==> src/rtl/led_blink_seq_if.sv <==
// Control/status bundle for led_blink_seq: mode and timing inputs, LED drive and run status.
interface led_blink_seq_if #(
    parameter int unsigned CNT_W   = 8,
    parameter int unsigned BURST_W = 4
);
    logic               Tick;
    logic [1:0]         Mode;
    logic [CNT_W-1:0]   HalfPeriod;
    logic [BURST_W-1:0] BurstCount;
    logic               Start;
    logic               LED;
    logic               Busy;
    logic               Done;

    modport master (
        output Tick, Mode, HalfPeriod, BurstCount, Start,
        input  LED, Busy, Done
    );

    modport slave (
        input  Tick, Mode, HalfPeriod, BurstCount, Start,
        output LED, Busy, Done
    );
endinterface

==> src/rtl/led_blink_seq.sv <==
// LED driver: steady off/on, continuous blink, or a counted burst of blinks paced by Tick.
module led_blink_seq #(
    parameter int unsigned CNT_W   = 8,
    parameter int unsigned BURST_W = 4
) (
    input logic           Clk,
    input logic           Rst,
    led_blink_seq_if.slave bus
);
    typedef enum logic [1:0] {StIdle, StOnPh, StOffPh} state_e;

    localparam logic [1:0] ModeOff   = 2'b00;
    localparam logic [1:0] ModeOn    = 2'b01;
    localparam logic [1:0] ModeBlink = 2'b10;
    localparam logic [1:0] ModeBurst = 2'b11;

    state_e             state_q;
    logic [CNT_W-1:0]   cnt_q;
    logic [CNT_W-1:0]   hp_q;
    logic [BURST_W-1:0] rem_q;
    logic [1:0]         mode_q;
    logic               led_q;
    logic               busy_q;
    logic               done_q;

    logic               phase_end;
    logic [CNT_W-1:0]   hp_latch;

    assign phase_end = bus.Tick && (cnt_q == hp_q - 1'b1);
    // Zero half-period is treated as one Tick so the counter can never wrap.
    assign hp_latch  = (bus.HalfPeriod == '0) ? CNT_W'(1) : bus.HalfPeriod;

    always_ff @(posedge Clk or negedge Rst) begin
        if (!Rst) begin
            state_q <= StIdle;
            cnt_q   <= '0;
            hp_q    <= CNT_W'(1);
            rem_q   <= '0;
            mode_q  <= ModeOff;
            led_q   <= 1'b0;
            busy_q  <= 1'b0;
            done_q  <= 1'b0;
        end else begin
            mode_q <= bus.Mode;
            done_q <= 1'b0;
            // A mode change mid-run aborts silently and outranks any Tick this cycle.
            if (state_q != StIdle && (bus.Mode != mode_q || !bus.Mode[1])) begin
                state_q <= StIdle;
                cnt_q   <= '0;
                rem_q   <= '0;
                busy_q  <= 1'b0;
                led_q   <= (bus.Mode == ModeOn);
            end else begin
                unique case (state_q)
                    StIdle: begin
                        led_q  <= (bus.Mode == ModeOn);
                        busy_q <= 1'b0;
                        if (bus.Mode == ModeBlink) begin
                            state_q <= StOnPh;
                            cnt_q   <= '0;
                            hp_q    <= hp_latch;
                            led_q   <= 1'b1;
                            busy_q  <= 1'b1;
                        end else if (bus.Mode == ModeBurst && bus.Start) begin
                            if (bus.BurstCount != '0) begin
                                state_q <= StOnPh;
                                cnt_q   <= '0;
                                hp_q    <= hp_latch;
                                rem_q   <= bus.BurstCount;
                                led_q   <= 1'b1;
                                busy_q  <= 1'b1;
                            end else begin
                                done_q <= 1'b1;
                            end
                        end
                    end
                    StOnPh: begin
                        if (phase_end) begin
                            state_q <= StOffPh;
                            cnt_q   <= '0;
                            led_q   <= 1'b0;
                        end else if (bus.Tick) begin
                            cnt_q <= cnt_q + 1'b1;
                        end
                    end
                    StOffPh: begin
                        if (phase_end) begin
                            cnt_q <= '0;
                            if (bus.Mode == ModeBurst && rem_q == BURST_W'(1)) begin
                                state_q <= StIdle;
                                rem_q   <= '0;
                                busy_q  <= 1'b0;
                                led_q   <= 1'b0;
                                done_q  <= 1'b1;
                            end else begin
                                if (bus.Mode == ModeBurst) begin
                                    rem_q <= rem_q - 1'b1;
                                end
                                state_q <= StOnPh;
                                led_q   <= 1'b1;
                            end
                        end else if (bus.Tick) begin
                            cnt_q <= cnt_q + 1'b1;
                        end
                    end
                    default: begin
                        state_q <= StIdle;
                        busy_q  <= 1'b0;
                        led_q   <= 1'b0;
                    end
                endcase
            end
        end
    end

    assign bus.LED  = led_q;
    assign bus.Busy = busy_q;
    assign bus.Done = done_q;
endmodule

==> src/flat_wrapper.sv <==
// flat-port wrapper written by rule: the top's interface ports become plain ports
module led_blink_seq_flat 
#(
    parameter int unsigned CNT_W   = 8,
    parameter int unsigned BURST_W = 4
)
  (Clk, Rst, bus_Tick, bus_Mode, bus_HalfPeriod, bus_BurstCount, bus_Start, bus_LED, bus_Busy, bus_Done);
  led_blink_seq_if #(.CNT_W(CNT_W), .BURST_W(BURST_W)) bus_i ();
  input logic Clk;
  input logic Rst;
  input wire logic [$bits(bus_i.Tick)-1:0] bus_Tick;
  input wire logic [$bits(bus_i.Mode)-1:0] bus_Mode;
  input wire logic [$bits(bus_i.HalfPeriod)-1:0] bus_HalfPeriod;
  input wire logic [$bits(bus_i.BurstCount)-1:0] bus_BurstCount;
  input wire logic [$bits(bus_i.Start)-1:0] bus_Start;
  output wire logic [$bits(bus_i.LED)-1:0] bus_LED;
  output wire logic [$bits(bus_i.Busy)-1:0] bus_Busy;
  output wire logic [$bits(bus_i.Done)-1:0] bus_Done;
  assign bus_i.Tick = bus_Tick;
  assign bus_i.Mode = bus_Mode;
  assign bus_i.HalfPeriod = bus_HalfPeriod;
  assign bus_i.BurstCount = bus_BurstCount;
  assign bus_i.Start = bus_Start;
  assign bus_LED = bus_i.LED;
  assign bus_Busy = bus_i.Busy;
  assign bus_Done = bus_i.Done;
  led_blink_seq #(.CNT_W(CNT_W), .BURST_W(BURST_W)) u_core (.Clk(Clk), .Rst(Rst), .bus(bus_i));
endmodule
==> config.mk <==
export PLATFORM = sky130hd
export DESIGN_NAME = led_blink_seq_flat
export DESIGN_NICKNAME = d
export VERILOG_FILES = /design/src/rtl/led_blink_seq_if.sv /design/src/rtl/led_blink_seq.sv /design/src/flat_wrapper.sv
export SDC_FILE = /design/constraint.sdc
export NUM_CORES = 1
export LEC_CHECK = 0
export ABC_CLOCK_PERIOD_IN_PS = 8150
export CAP_MARGIN = 15
export CORE_ASPECT_RATIO = 0.9
export CORE_MARGIN = 5
export CORE_UTILIZATION = 55
export CTS_BUF_LIST = sky130_fd_sc_hd__clkbuf_16
export DETAILED_ROUTE_END_ITERATION = 7
export DONT_BUFFER_PORTS = 1
export GPL_TIMING_DRIVEN = 0
export PLACE_DENSITY = 0.69
export SYNTH_ARGS = -nofsm -noshare
export SYNTH_HDL_FRONTEND = slang
export SYNTH_SLANG_ARGS = --single-unit
==> constraint.sdc <==
create_clock -name Clk -period 8.15 [get_ports Clk]
set_clock_uncertainty 0.15 [all_clocks]
set_input_delay 1.2225 -clock Clk [delete_from_list [all_inputs] [get_ports Clk]]
set_output_delay 1.2225 -clock Clk [all_outputs]
set_load 0.01 [all_outputs]
## Yosys cells after proc, flatten, opt, wreduce, memory -nomap -nowiden

Cells that the tools add are included.

- $add $sub $neg: 3
- Equal/unequal tests: 19
- Muxes and demuxes: 49
- Bitwise gates (word level): 1
- Reductions and logical operators: 21

Operators by type and width:

| operator | count |
|---|---|
| 2-to-1 mux 8 bit | 10 |
| 2-to-1 mux 4 bit | 7 |
| 2-to-1 mux 1 bit | 20 |
| inequality test 4 x 1 -> 1 bit, second input constant | 4 |
| one-hot mux 8 bit (2 select lines) | 1 |
| inequality test 3 x 1 -> 1 bit, second input constant | 5 |
| 2-to-1 mux 2 bit | 6 |
| AND reduction 4 bit | 3 |
| adder 8 x 1 -> 8 bit, second input constant | 1 |
| equality test 8 bit | 1 |
| zero test 8 bit | 1 |
| one-hot mux 4 bit (2 select lines) | 1 |
| subtractor 8 x 1 -> 8 bit, second input constant | 1 |
| equality test 2 bit, second input constant | 3 |
| one-hot mux 1 bit (3 select lines) | 2 |
| one-hot mux 2 bit (3 select lines) | 1 |
| AND reduction 6 bit | 1 |
| nonzero test 2 bit | 3 |
| nonzero test 3 bit | 2 |
| equality test 2 x 1 -> 1 bit, second input constant | 2 |
| equality test 4 x 1 -> 1 bit, second input constant | 1 |
| logical AND 1 bit | 4 |
| nonzero test 4 bit | 1 |
| subtractor 4 x 1 -> 4 bit, second input constant | 1 |
| other kinds (11) | 11 |

- Bits in registers: 27
- Bits of input ports: 18
- Output and inout bits: 3
- Word-level logic and storage cells: 101

## Depth between registers and ports, before layout

- Depth after elaboration: 6
- Mapped depth: 9
- Gate-level depth less buffers: 8

## Least setup slack after synthesis

OpenSTA, ideal clock, no wires.

- Path type: input -> register
- Start point: input bus_Mode[0]
- End point: register u_core.state_q[0]
- Setup time: 0.125 ns
- Data arrival time: 2.722 ns
- Data required time: 7.875 ns
- Path slack: 5.153 ns
- Cell stages on the path: 8
- Buffers on the path: 2
- Path through: clkbuf_2 -> xnor2_1 -> and3_1 -> or2_2 -> clkbuf_1 -> o21ai_0 -> o21bai_4 -> mux2_4

- Cells in the longest elaborated chain, start to end: 6
- Elaborated cells between the ends (all ways): 17
- Those cells by class: 7 x eq/ne; 5 x mux; 5 x reduce/logical

Ends and longest elaborated chain:

| item | RTL line | source |
|---|---|---|
| start, declared | flat_wrapper.sv:12 | `input wire logic [$bits(bus_i.Mode)-1:0] bus_Mode;` |
| equality test 2 bit | led_blink_seq.sv:64, led_blink_seq.sv:89 |  |
| logical AND 1 bit | led_blink_seq.sv:89 | `if (bus.Mode == ModeBurst && rem_q == BURST_W'(1)) begin` |
| 2-to-1 mux 1 bit | led_blink_seq.sv:89 |  |
| 2-to-1 mux 2 bit | led_blink_seq.sv:87 | `if (phase_end) begin` |
| one-hot mux 2 bit (3 select lines) | led_blink_seq.sv:54 | `unique case (state_q)` |
| 2-to-1 mux 2 bit | led_blink_seq.sv:47 | `if (state_q != StIdle && (bus.Mode != mode_q \|\| !bus.Mode[1])) begin` |
| end signal, assigned | led_blink_seq.sv:48 | `state_q <= StIdle;` |
| end signal, assigned | led_blink_seq.sv:59 | `state_q <= StOnPh;` |
| end signal, assigned | led_blink_seq.sv:90 | `state_q <= StIdle;` |
| end, declared | led_blink_seq.sv:17 | `state_e state_q;` |

Parallel ways exist; a longest one is shown, timed or not. The select of a mux whose other input is x is not followed.
A chain may end at the register's enable or synchronous reset.

## Final worst setup path

- Start point: input bus_Mode[0]
- End point: register u_core.cnt_q[0]

- Cells in the longest elaborated chain, start to end: 5
- Elaborated cells between the ends (all ways): 14
- Those cells by class: 6 x eq/ne; 3 x mux; 5 x reduce/logical

Ends and longest elaborated chain:

| item | RTL line | source |
|---|---|---|
| inequality test 2 bit | led_blink_seq.sv:47 |  |
| logical OR 1 bit | led_blink_seq.sv:47 |  |
| logical AND 1 bit | led_blink_seq.sv:47 |  |
| inequality test 4 x 1 -> 1 bit (no line) / nonzero test 3 bit (equally long branches) | - |  |
| AND reduction 4 bit (no line) | - |  |
| end signal, assigned | led_blink_seq.sv:83 | `cnt_q <= cnt_q + 1'b1;` |
| end signal, assigned | led_blink_seq.sv:103 | `cnt_q <= cnt_q + 1'b1;` |
| end, declared | led_blink_seq.sv:18 | `logic [CNT_W-1:0] cnt_q;` |

Parallel ways exist; a longest one is shown, timed or not.

==> results.yml <==
sta:
  tightest_slew_ns: 0.528
  final_hold_viol_count: 0
  timing.slew.headroom: 0.645
  slew_viol_final: 0
  finalSetupTns_ns: 0
  max_freq_mhz: 330
  layout_worst_path_cycle_share: 0.372
  number_of_endpoints_failing_setup_at_the_final_stage: 0
  period_minus_slack_ns: 3.03
  finalWorstSetupSlack_ns: 5.12
  grt_setup_unrepaired: "no"
final_layout:
  final.fill_count: 308
  finalNonFillerCells: 232
  finish.net_count: 216
  n_antenna_cell: 0
  sequential_cell_area_um2: 677
  area_growth_pct: 7.24
  postLayoutCoreUtil: 0.600
  multiInputGateArea_um2: 1100
  layout-drive-gt1-share: 0.154
yosys:
  yosysUniqueCellTypes: 49
  synth_enable_flop_cells: 0
  synth_most_common_cell: "sky130_fd_sc_hd__dfrtp_1"
  top_area_cells_in_the_synthesized_netlist: "sky130_fd_sc_hd__dfrtp_1 (35%), sky130_fd_sc_hd__ha_1 (6.1%), sky130_fd_sc_hd__mux2_2 (5.5%)"
  yosysTopAreaCell: "sky130_fd_sc_hd__dfrtp_1"
  synth_flop_cell: "sky130_fd_sc_hd__dfrtp_1"
  yosys-top-cells-count: "sky130_fd_sc_hd__dfrtp_1 (26), sky130_fd_sc_hd__inv_1 (12), sky130_fd_sc_hd__ha_1 (9), sky130_fd_sc_hd__mux2_2 (9)"
  yosys_reg_bits: 27
  synth.top_cell.area_share: 0.352
  postSynthAreaPerCell_um2: 10.1
  synth_nets: 211
  synth_area_um2: 1850
  synthesis.instances: 184
  synth-async-reset-ratio: 1.00
  synth_warnings: 0
  ys_seq_area_frac: 0.366
flow_run:
  cap_violations: 0
worst_hold_path:
  hold_path_class: "reg2reg"
route:
  route.detailed.vias_per_inst: 6.12
  drt_wl_total_um: 3820
  remaining_drc_errors: 0
  drt_iter0_markers: 103
  remaining_antenna_violation_count_after_routing: 0
  route.detailed.wl_per_inst_um: 16.5
  route.vias.total: 1419
  detail_route.first_pass.iterations: 5
clocking:
  worst_skew_pair.late_latency_ns: 0.26
  numClockSinks: 27
  clk_transition_reported_paths_ns: 0.06
  cts_tree: "yes"
  cts.path.max_buffers: 2
  cts_hold_repair.buffers: 0
  total_of_cells_resized_after_clock_tree_synthesis: 0
  cts_buffers: 3
  cts.root.buffer_cell: "sky130_fd_sc_hd__clkbuf_16"
  cts-htree-levels: 1
  post_cts_setup_buffers: 0
global_routing:
  grt_pass1_wl_um: 6750
  overall_overflow_remaining_after_global_route: 0
  globalRouteTotalUtil: 0.182
  number_of_global_route_vias_before_repair: 1426
  grt_start_max_net_pins: 28
  antenna_found_initial: 0
placement:
  place_hpwl_um: 2910
  port-buffer-count: 0
  place.gp.congestion: 0.825
  placedCellCount: 228
  pre_cts_ws_ns: 4.84
critical_path:
  critical_path.cell_chain: "clkbuf_2, xnor2_1, and3_1, or2_2, clkbuf_1, nand2_1, nor3_2, mux2_2"
  path_delay_family: "simple AND/OR/NAND/NOR gates"
  slowest_stage_delay_cp_ns: 0.43
  timing.critical_path.from_type: "input port"
  crit_arrival_ns: 3.08
  crit_path_max_fanout: 9
  path_buf_inv: 2
  slowest_stage: "sky130_fd_sc_hd__nor3_2"
  worstSetupPathType: "in2reg"
  r2r_slack_ns: 5.17
  cp_data_required_time_ns: 8.20
  cp-end-kind: "flip-flop"
power_and_ir_drop:
  power.density_nw_per_um2: 342
  power.static_leakage_nw: 0.869
  irDropWorstVdd_mv: 0.217
floorplanning:
  die_area_um2: 4620
  core_um2: 3300
  num_rows: 20
  num_io_pins: 21
  initial_cell_density_of_the_core: 0.560
  floorplan.die.width_um: 71.1
  chipHeight_um: 65.0
status:
  status: "finished, final reports clean"
==> layer usage <==
metal,vias up,track usage,wire (µm)
li1,684,-,-
met1,705,0.250,1880
met2,22,0.291,1750
met3,8,0.0434,131
met4,0,0.0423,56
met5,-,0,0
==> sequential cells by signal, summed over array words and instances (netlist names) <==
signal / cells
u_core.cnt_q: 8
u_core.hp_q: 8
u_core.rem_q: 4
u_core.mode_q: 2
u_core.state_q: 2
u_core.bus.Busy: 1
u_core.bus.Done: 1
u_core.bus.LED: 1
==> final timing paths <==
kind                       cells after the start               end             from
min in group asynchronous                      0  u_core.mode_q[1]              Rst
max                                            8   u_core.cnt_q[0]      bus_Mode[0]
max in group asynchronous                      0    u_core.hp_q[0]              Rst
min                                            1   u_core.rem_q[3]  u_core.rem_q[3]
min reg2reg                                    1   u_core.rem_q[3]  u_core.rem_q[3]
max reg2reg                                    9   u_core.rem_q[3]   u_core.hp_q[0]
==> power breakdown <==
part	internal (mW)	switching, mW	total (mW)
combinational	0.160	0.171	0.331
sequential	0.178	0.0605	0.239
clock	0.0657	0.0434	0.109
==> cell type report <==
class	count	area share
sequential	27	0.341
buffer	6	0.0158
clock inverter	1	0.00189
tap	44	0.0278
multi-input combinational	139	0.553
clock buffer	3	0.0379
inverter	12	0.0227
==> per-stage QoR <==
step / hold WS, ns / cell area, µm² / total power [mW]
floorplan: 0.352 / 1850 / 0.499
global placement: 0.389 / 1900 / 0.553
detailed placement: 0.394 / 1900 / 0.566
CTS: 0.410 / 1980 / 0.680
global route: 0.432 / 1980 / 0.732
finish: 0.408 / 1980 / 0.679
==> cell usage in the layout (no fill, tap or decap), types with 2 or more instances in the layout <==
master                      count
sky130_fd_sc_hd__dfrtp_1       26
sky130_fd_sc_hd__inv_1         13
sky130_fd_sc_hd__mux2_2         9
sky130_fd_sc_hd__ha_1           9
sky130_fd_sc_hd__xnor2_1        8
sky130_fd_sc_hd__nand2_1        8
sky130_fd_sc_hd__nor2b_1        8
sky130_fd_sc_hd__nor2_1         7
sky130_fd_sc_hd__a22o_1         7
sky130_fd_sc_hd__and3_1         6
sky130_fd_sc_hd__nor3_1         6
sky130_fd_sc_hd__a21oi_1        6
sky130_fd_sc_hd__nand2b_1       5
sky130_fd_sc_hd__nand3_1        5
sky130_fd_sc_hd__o31ai_1        5
sky130_fd_sc_hd__mux2i_1        5
sky130_fd_sc_hd__clkbuf_1       4
sky130_fd_sc_hd__o21ai_0        4
sky130_fd_sc_hd__xor2_1         4
sky130_fd_sc_hd__nand4_1        4
sky130_fd_sc_hd__clkbuf_16      3
sky130_fd_sc_hd__or2_2          2
sky130_fd_sc_hd__a2111oi_1      2
sky130_fd_sc_hd__a31oi_1        2
sky130_fd_sc_hd__o2111ai_1      2
sky130_fd_sc_hd__or4_1          2
sky130_fd_sc_hd__o21bai_4       2
sky130_fd_sc_hd__mux2_4         2
==> cell families after synthesis <==
group / Yosys count / synth area share
compound gates: 43 / 0.191
xor+xnor: 12 / 0.0568
fa+ha+maj: 9 / 0.0609
buf+inv: 18 / 0.0413
flops: 27 / 0.366
mux: 16 / 0.0981
simple gates: 59 / 0.185
Note: power is estimated with default switching activity, not from simulation.
